[config.mk]
export PLATFORM = sky130hd
export DESIGN_NAME = fp_add_arbiter
export DESIGN_NICKNAME = d
export VERILOG_FILES = /design/src/rtl/fp_add_arbiter.sv
export SDC_FILE = /design/constraint.sdc
export NUM_CORES = 1
export LEC_CHECK = 0
export CAP_MARGIN = 20
export CORE_MARGIN = 2
export CORE_UTILIZATION = 40
export CTS_CLUSTER_SIZE = 10
export DETAILED_ROUTE_END_ITERATION = 10
export HOLD_SLACK_MARGIN = 0.1
export PLACE_DENSITY = 0.77
export SETUP_SLACK_MARGIN = 0.15
export SLEW_MARGIN = 20
export SYNTH_ARGS = -nofsm -noshare
export SYNTH_HDL_FRONTEND = slang
export SYNTH_SLANG_ARGS = --single-unit
[constraint.sdc]
create_clock -name clk -period 3 [get_ports clk]
set_clock_uncertainty 0.15 [all_clocks]
set_input_delay 0.6 -clock clk [delete_from_list [all_inputs] [get_ports clk]]
set_output_delay 0.6 -clock clk [all_outputs]
set_load 0.05 [all_outputs]
[src/rtl/fp_add_arbiter.sv]
// Two-port round-robin front end for a shared combinational FP32 adder.
// IEEE-754 special operands are resolved locally and never reach the adder.
module fp_add_arbiter #(
  parameter int ADD_LAT = 1
) (
  input  logic        clk,
  input  logic        rst,
  input  logic        req0_valid,
  output logic        req0_ready,
  input  logic [31:0] req0_a,
  input  logic [31:0] req0_b,
  input  logic        req1_valid,
  output logic        req1_ready,
  input  logic [31:0] req1_a,
  input  logic [31:0] req1_b,
  output logic [31:0] add_a,
  output logic [31:0] add_b,
  input  logic [31:0] add_r,
  output logic        resp_valid,
  input  logic        resp_ready,
  output logic [31:0] resp_data,
  output logic        resp_id,
  output logic        resp_bypass,
  output logic        busy
);

  localparam int DATA_W = 32;
  localparam logic [1:0] ST_IDLE = 2'd0;
  localparam logic [1:0] ST_WAIT = 2'd1;
  localparam logic [1:0] ST_RESP = 2'd2;
  localparam logic [DATA_W-1:0] QNAN = 32'h7FC00000;

  logic [1:0]        state_q, state_d;
  logic              prio_q, prio_d;
  logic [3:0]        cnt_q, cnt_d;
  logic [DATA_W-1:0] a_q, a_d, b_q, b_d;
  logic              id_q, id_d;
  logic [DATA_W-1:0] resp_data_q, resp_data_d;
  logic              resp_bypass_q, resp_bypass_d;

  logic              gnt0, gnt1, hs, hs_id;
  logic [DATA_W-1:0] hs_a, hs_b;
  logic [DATA_W:0]   spec;

  function automatic logic is_nan(input logic [DATA_W-1:0] x);
    return (x[30:23] == 8'hFF) && (x[22:0] != 23'd0);
  endfunction

  function automatic logic is_inf(input logic [DATA_W-1:0] x);
    return (x[30:23] == 8'hFF) && (x[22:0] == 23'd0);
  endfunction

  // Returns {hit, result}; denormals count as zero, so a zero exponent passes the other operand through.
  function automatic logic [DATA_W:0] special_case(input logic [DATA_W-1:0] a,
                                                   input logic [DATA_W-1:0] b);
    logic [DATA_W:0] r;
    r = {1'b1, QNAN};
    if (is_nan(a) || is_nan(b))      r = {1'b1, QNAN};
    else if (is_inf(a) && is_inf(b)) r = (a[31] != b[31]) ? {1'b1, QNAN} : {1'b1, a};
    else if (is_inf(a))              r = {1'b1, a};
    else if (is_inf(b))              r = {1'b1, b};
    else if (a[30:23] == 8'd0)       r = {1'b1, b};
    else if (b[30:23] == 8'd0)       r = {1'b1, a};
    else                             r = {1'b0, a};
    return r;
  endfunction

  always_comb begin
    gnt0       = req0_valid && (!req1_valid || !prio_q);
    gnt1       = req1_valid && (!req0_valid || prio_q);
    req0_ready = (state_q == ST_IDLE) && gnt0;
    req1_ready = (state_q == ST_IDLE) && gnt1;
    hs         = req0_ready || req1_ready;
    hs_id      = req1_ready;
    hs_a       = hs_id ? req1_a : req0_a;
    hs_b       = hs_id ? req1_b : req0_b;
    spec       = special_case(hs_a, hs_b);

    state_d       = state_q;
    prio_d        = prio_q;
    cnt_d         = cnt_q;
    a_d           = a_q;
    b_d           = b_q;
    id_d          = id_q;
    resp_data_d   = resp_data_q;
    resp_bypass_d = resp_bypass_q;

    case (state_q)
      ST_IDLE: begin
        if (hs) begin
          a_d    = hs_a;
          b_d    = hs_b;
          id_d   = hs_id;
          prio_d = ~hs_id;
          if (spec[DATA_W]) begin
            resp_data_d   = spec[DATA_W-1:0];
            resp_bypass_d = 1'b1;
            state_d       = ST_RESP;
          end else begin
            cnt_d   = 4'(ADD_LAT);
            state_d = ST_WAIT;
          end
        end
      end
      ST_WAIT: begin
        cnt_d = cnt_q - 4'd1;
        if (cnt_q == 4'd1) begin
          resp_data_d   = add_r;
          resp_bypass_d = 1'b0;
          state_d       = ST_RESP;
        end
      end
      ST_RESP: begin
        if (resp_ready) state_d = ST_IDLE;
      end
      default: state_d = ST_IDLE;
    endcase
  end

  always_ff @(posedge clk) begin
    if (rst) begin
      state_q       <= ST_IDLE;
      prio_q        <= 1'b0;
      cnt_q         <= 4'd0;
      a_q           <= '0;
      b_q           <= '0;
      id_q          <= 1'b0;
      resp_data_q   <= '0;
      resp_bypass_q <= 1'b0;
    end else begin
      state_q       <= state_d;
      prio_q        <= prio_d;
      cnt_q         <= cnt_d;
      a_q           <= a_d;
      b_q           <= b_d;
      id_q          <= id_d;
      resp_data_q   <= resp_data_d;
      resp_bypass_q <= resp_bypass_d;
    end
  end

  assign add_a       = (state_q == ST_WAIT) ? a_q : '0;
  assign add_b       = (state_q == ST_WAIT) ? b_q : '0;
  assign resp_valid  = (state_q == ST_RESP);
  assign resp_data   = resp_data_q;
  assign resp_id     = id_q;
  assign resp_bypass = resp_bypass_q;
  assign busy        = (state_q != ST_IDLE);

endmodule

-- After elaboration in Yosys (flattened, before gate mapping)
Cells that the tools add are included.
- register bits: 105
- word-level logic and storage cells: 77
- bitwise gates (word level): 1
- eq/ne operators: 11
- reductions and logical operators: 29
- add/subtract/negate cells: 1
- muxes and demuxes: 27
- operator list (cell ; number):
    $mux W32 ; 8
    $mux W33 ; 6
    $pmux W32 S2 ; 1
    $logic_not A23 Y1 ; 2
    $reduce_bool A23 Y1 ; 2
    $eq A8 B8 Y1 const B ; 2
    $logic_not A8 Y1 ; 2
    $logic_and A1 B1 Y1 ; 9
    $mux W2 ; 4
    $mux W4 ; 2
    $ne A2 B2 Y1 const B ; 4
    $pmux W4 S2 ; 1
    $pmux W2 S3 ; 1
    $reduce_and A3 Y1 ; 2
    $eq A4 B1 Y1 const B ; 1
    $logic_or A1 B1 Y1 ; 4
    $reduce_and A4 Y1 ; 1
    $reduce_bool A2 Y1 ; 2
    $sub A4 B1 Y4 const B ; 1
    $logic_not A1 Y1 ; 3
    $mux W1 ; 3
    $eq A2 B1 Y1 const B ; 1
    $eq A2 B2 Y1 const B ; 1
    $logic_not A2 Y1 ; 1
    5 further kinds ; 5

-- Logic depth before layout (Yosys ltp)
- depth in word-level cells: 15
- mapped depth: 11
- mapped depth without buffers: 9

-- Worst setup path before layout
No wires, ideal clock.
- kind: input-to-reg
- start point: input port req0_valid
- end point: register resp_data_q[27], in the netlist resp_data[27]
- required time: 2712 ps
- library setup time: 138 ps
- arrival: 2298 ps
- stages: 11
- path slack: 414 ps
- cells stage by stage: nand2b_1 -> nand3_2 -> buf_6 -> buf_2 -> mux2i_1 -> inv_1 -> ha_1 -> o211ai_1 -> a22oi_1 -> nor3_1 -> a211oi_2
- elaborated cells between the ends (all ways): 37
- classes of those cells: 5 x eq/ne; 12 x mux; 20 x reduce/logical
- RTL lines (element ; RTL line ; source):
    start, declared ; 8 ; input logic req0_valid,
    $logic_not A1 Y1 ; 70 ; gnt1 = req1_valid && (!req0_valid || prio_q);
    $logic_or A1 B1 Y1 ; 70 ;
    $logic_and A1 B1 Y1 ; 70 ;
    $logic_and A1 B1 Y1 ; 72 ; req1_ready = (state_q == ST_IDLE) && gnt1;
    $mux W32 ; 76 ; hs_b = hs_id ? req1_b : req0_b;
    via hs_b[31] ; 42 ; logic [DATA_W-1:0] hs_a, hs_b;
    $ne A1 B1 Y1 ; 59 ; else if (is_inf(a) && is_inf(b)) r = (a[31] != b[31]) ? {1'b1, QNAN} : {1'b1, a};
    $mux W32 ; 59 ;
    $mux W33 ; 59 ;
    $mux W33 ; 58 ; if (is_nan(a) || is_nan(b)) r = {1'b1, QNAN};
    $mux W32 ; 95 ; if (spec[DATA_W]) begin
    $mux W32 ; 90 ; if (hs) begin
    $pmux W32 S2 ; 88 ; case (state_q)
    end signal, assigned ; 137 ; resp_data_q <= resp_data_d;
    end, declared ; 38 ; logic [DATA_W-1:0] resp_data_q, resp_data_d;
The timed path passes the listed nets, and every way through them passes these cells. The select of a mux whose other input is x is not followed.
A chain may end at the register's enable or synchronous reset.

-- Worst setup path after layout
- start point: input port req1_valid
- end point: register resp_data_q[14], in the netlist resp_data[14]
- word-level cells in the longest chain between the ends: 12
- elaborated cells between the ends (all ways): 37
- classes of those cells: 5 x eq/ne; 12 x mux; 20 x reduce/logical
- RTL lines (element ; RTL line ; source):
    start, declared ; 12 ; input logic req1_valid,
    $logic_and A1 B1 Y1 ; 70 ;
    $logic_and A1 B1 Y1 ; 72 ;
    $mux W32 (on tied branches) ; 76, 75 ;
    $logic_not A23 Y1 (tied with other cells) ; 50 ; return (x[30:23] == 8'hFF) && (x[22:0] == 23'd0);
    $logic_and A1 B1 Y1 (tied with other cells) ; 50 ;
    $mux W33 (on tied branches) ; 61, 62 ;
    $mux W33 (on tied branches) ; 60, 61 ;
    $mux W33 (on tied branches) ; 59, 60 ;
    $mux W33 (on tied branches) ; 58, 59 ;
    $mux W32 or $mux W33 (tied branches) ; 95, 58 ;
    $mux W32 or $ne A2 B2 Y1 (tied branches) ; n/a ;
    $pmux W32 S2 or $reduce_and A4 Y1 (tied branches) ; n/a ;
Parallel ways exist; a longest one is shown, timed or not. The select of a mux whose other input is x is not followed.

==> impl_metrics.tcl <==
set metrics [dict create \
    hold_viol_final 0 \
    via_count 7204 \
    setup_viol 0 \
    worstSetupPathType "primary input to flip-flop" \
    gp_routability_congestion 0.908 \
    clk_pin_slew_ps 70 \
    grt_max_degree 122 \
    max_stage_delay_ps 600 \
    seq_area_um2 2100 \
    critPathRequiredTime_ps 3120 \
    cp-startpoint "req1_valid" \
    relSlewSlack_pct 56.7 \
    die_w_um 128 \
    status "complete, no violations" \
    drive_above_1_share_pct 18.6 \
    crit_chain "clkdlybuf4s50_1 > nand3_4 > buf_4 > o31ai_4 > buf_4 > o21ai_2 > buf_12 > nand2_1 > o211ai_1 > a211oi_1" \
    avgViaCountPerCell 5.69 \
    power.density_nw_per_um2 526 \
    ys.flop_type "dfxtp_1" \
    syn_area_per_cell_um2 7.91 \
    die_area_um2 16400 \
    dp.cells 1247 \
    syn-cell-area_um2 6140 \
    maxCapViolCount 0 \
    fin_setup_tns_ps 0 \
    rows 45 \
    cts_buffer_depth 2 \
    routed_wl_mm 24.5 \
    hpwl_mm 18.7 \
    crit_fanout 22 \
    ys_ff_latch 105 \
    synth-edff-count 0 \
    crit_path_start_kind "primary input" \
    path_common_cell "buf_4" \
    clkSinkCount 105 \
    antenna_found_initial 1 \
    pin_count 267 \
    r2r_start "state_q[1]" \
    layoutNonFillerInstCount 1267 \
    io_buffers 266 \
    overflow 0 \
    cts-htree-levels 3 \
    worst_slew_pin_slew_ps 650 \
    cts_root_buffer "clkbuf_16" \
    fp.dieH_um 128 \
    power_mw 5.54 \
    grt_pass1_wl_mm 36.9 \
    initial_core_util_pct 40.7 \
    post_drt_wl_per_cell_um 19.4 \
    final.fill_count 1161 \
    ys_seq_area_share_pct 34.2 \
    synth_warnings 0 \
    grt_usage_pct 29.1 \
    rsz0062_at_grt "false" \
    synthCells 776 \
    async_flop_share_pct 0 \
    initialDrtViolationCount 632 \
    first_global_vias 6864 \
    leakagePower_nw 4.38 \
    first_pass_iters 5 \
    worstPathArrival_ps 2890 \
    clkLatencyLatePin_ps 360 \
    synth_cell_types 52 \
    cts_tree "yes" \
    drc 0 \
    hp-start "resp_bypass" \
    max_freq_mhz 361 \
    syn2layout_area_growth_pct 71.7 \
    drtAntennaViolNets 0 \
    nets 1241 \
    finalMaxSlewViolations 0 \
    cts_made_buffers 9 \
    multi_input_area_um2 3830 \
    crit_path_end_kind "flip-flop" \
    min_period_ps 2770 \
    syn-num-nets 944 \
    ir_drop_mv 0.334 \
    core_um2 15100 \
    crit_path_top_delay_cell "clkdlybuf4s50_1" \
    finalCritPeriodShare_pct 92.3 \
    worst_hold_path_type "flip-flop to flip-flop" \
]
## stage by stage
stage	utilization (%)	cell area, µm²	hold WS, ps	worst slack (ps)
after global placement	67.2	10100	305	-179
after CTS	69.1	10400	326	177
final	69.9	10500	321	231
after floorplan	-	6140	320	414
after detailed placement	67.2	10100	309	-192
after global routing	69.9	10500	359	166
## Yosys cell counts (4+ instances only)
cell type  number  area, µm²
a22oi_1         5       37.5
buf_6           4       45.0
a211oi_1       73        548
and3_1          5       31.3
nor2_1        111        417
nand4_1        12       75.1
clkbuf_1       47        176
o21ai_0         8       40.0
nor3_1         26        130
inv_1           6       22.5
a2bb2oi_1       4       35.0
mux2i_1        55        551
a21oi_1        30        150
nand2b_1        4       25.0
o211ai_1       26        195
a31oi_1         9       56.3
nor4_1         30        188
buf_2           8       40.0
nand2_1        70        263
nand3_1        24        120
dfxtp_1       105       2100
a311oi_1        4       35.0
a211oi_2        5       62.6
and2_1         65        407
## area by class of cell
type | instances | area share, %
multi-input cells | 600 | 36.4
inverters | 7 | 0.249
diodes | 1 | 0.0237
clock inverters | 7 | 0.522
well taps | 188 | 2.23
repair buffers | 350 | 38.5
clock buffers | 9 | 2.14
flip-flops and latches | 105 | 19.9
## worst paths after layout
check                           slack (ps)            end  cells past startpoint
worst max-delay path                   230  resp_data[14]                     10
worst min-delay path                   320    resp_bypass                      2
worst max register to register         470  resp_data[14]                     10
worst min register to register         320    resp_bypass                      2
## worst max-delay path, delay by kind of cell
| family | cells | cell delay [ps] |
|---|---|---|
| buf+inv | 4 | 1220 |
| simple gates | 2 | 270 |
| compound gates | 4 | 780 |
## kinds of logic after synthesis
| group | synth area share (%) |
|---|---|
| buffers and inverters | 5.11 |
| adder cells (fa/ha/maj) | 0.611 |
| AO/OA/AOI/OAI | 22.1 |
| multiplexers | 9.62 |
| flip-flops | 34.2 |
| AND/OR/NAND/NOR | 28.0 |
| XOR/XNOR | 0.285 |
## layer usage
layer / GRT usage, % / vias to the layer above / share of wire, %
met2: 50.3 / 352 / 49
met1: 36.1 / 3361 / 40
met4: 12.9 / 0 / 3.6
met3: 4.13 / 54 / 7.3
met5: 0 / - / 0
li1: - / 3437 / -
## placed cells by master, fill, tap and decap left out, types with 27 or more instances in the layout
master,n
nand2_1,70
a211oi_1,72
mux2i_1,54
dfxtp_1,105
buf_12,73
clkdlybuf4s50_1,198
nor2_1,110
a21oi_1,30
nor4_1,27
buf_4,76
and2_1,64
## flip-flops by register name (all words and copies together), names as in the netlist
signal       count
cnt_q            4
resp_bypass      1
state_q          2
resp_data       32
a_q             32
b_q             32
prio_q           1
resp_id          1
## power breakdown
part / switching (mW) / total (mW) / internal, mW
registers: 0.114 / 1.73 / 1.61
logic: 1.50 / 2.65 / 1.16
clock network: 0.585 / 1.16 / 0.573
total: 2.20 / 5.54 / 3.35
## repair_timing
item / 4_1_cts / 5_1_grt
endpoints found under the setup margin: 0 / 33
buffers inserted: 0 / 2
hold buffers: 0 / 0
hold endpoints to repair: 0 / 0
gates resized for setup: 0 / 15
Note: power is estimated with default switching activity, not from simulation.
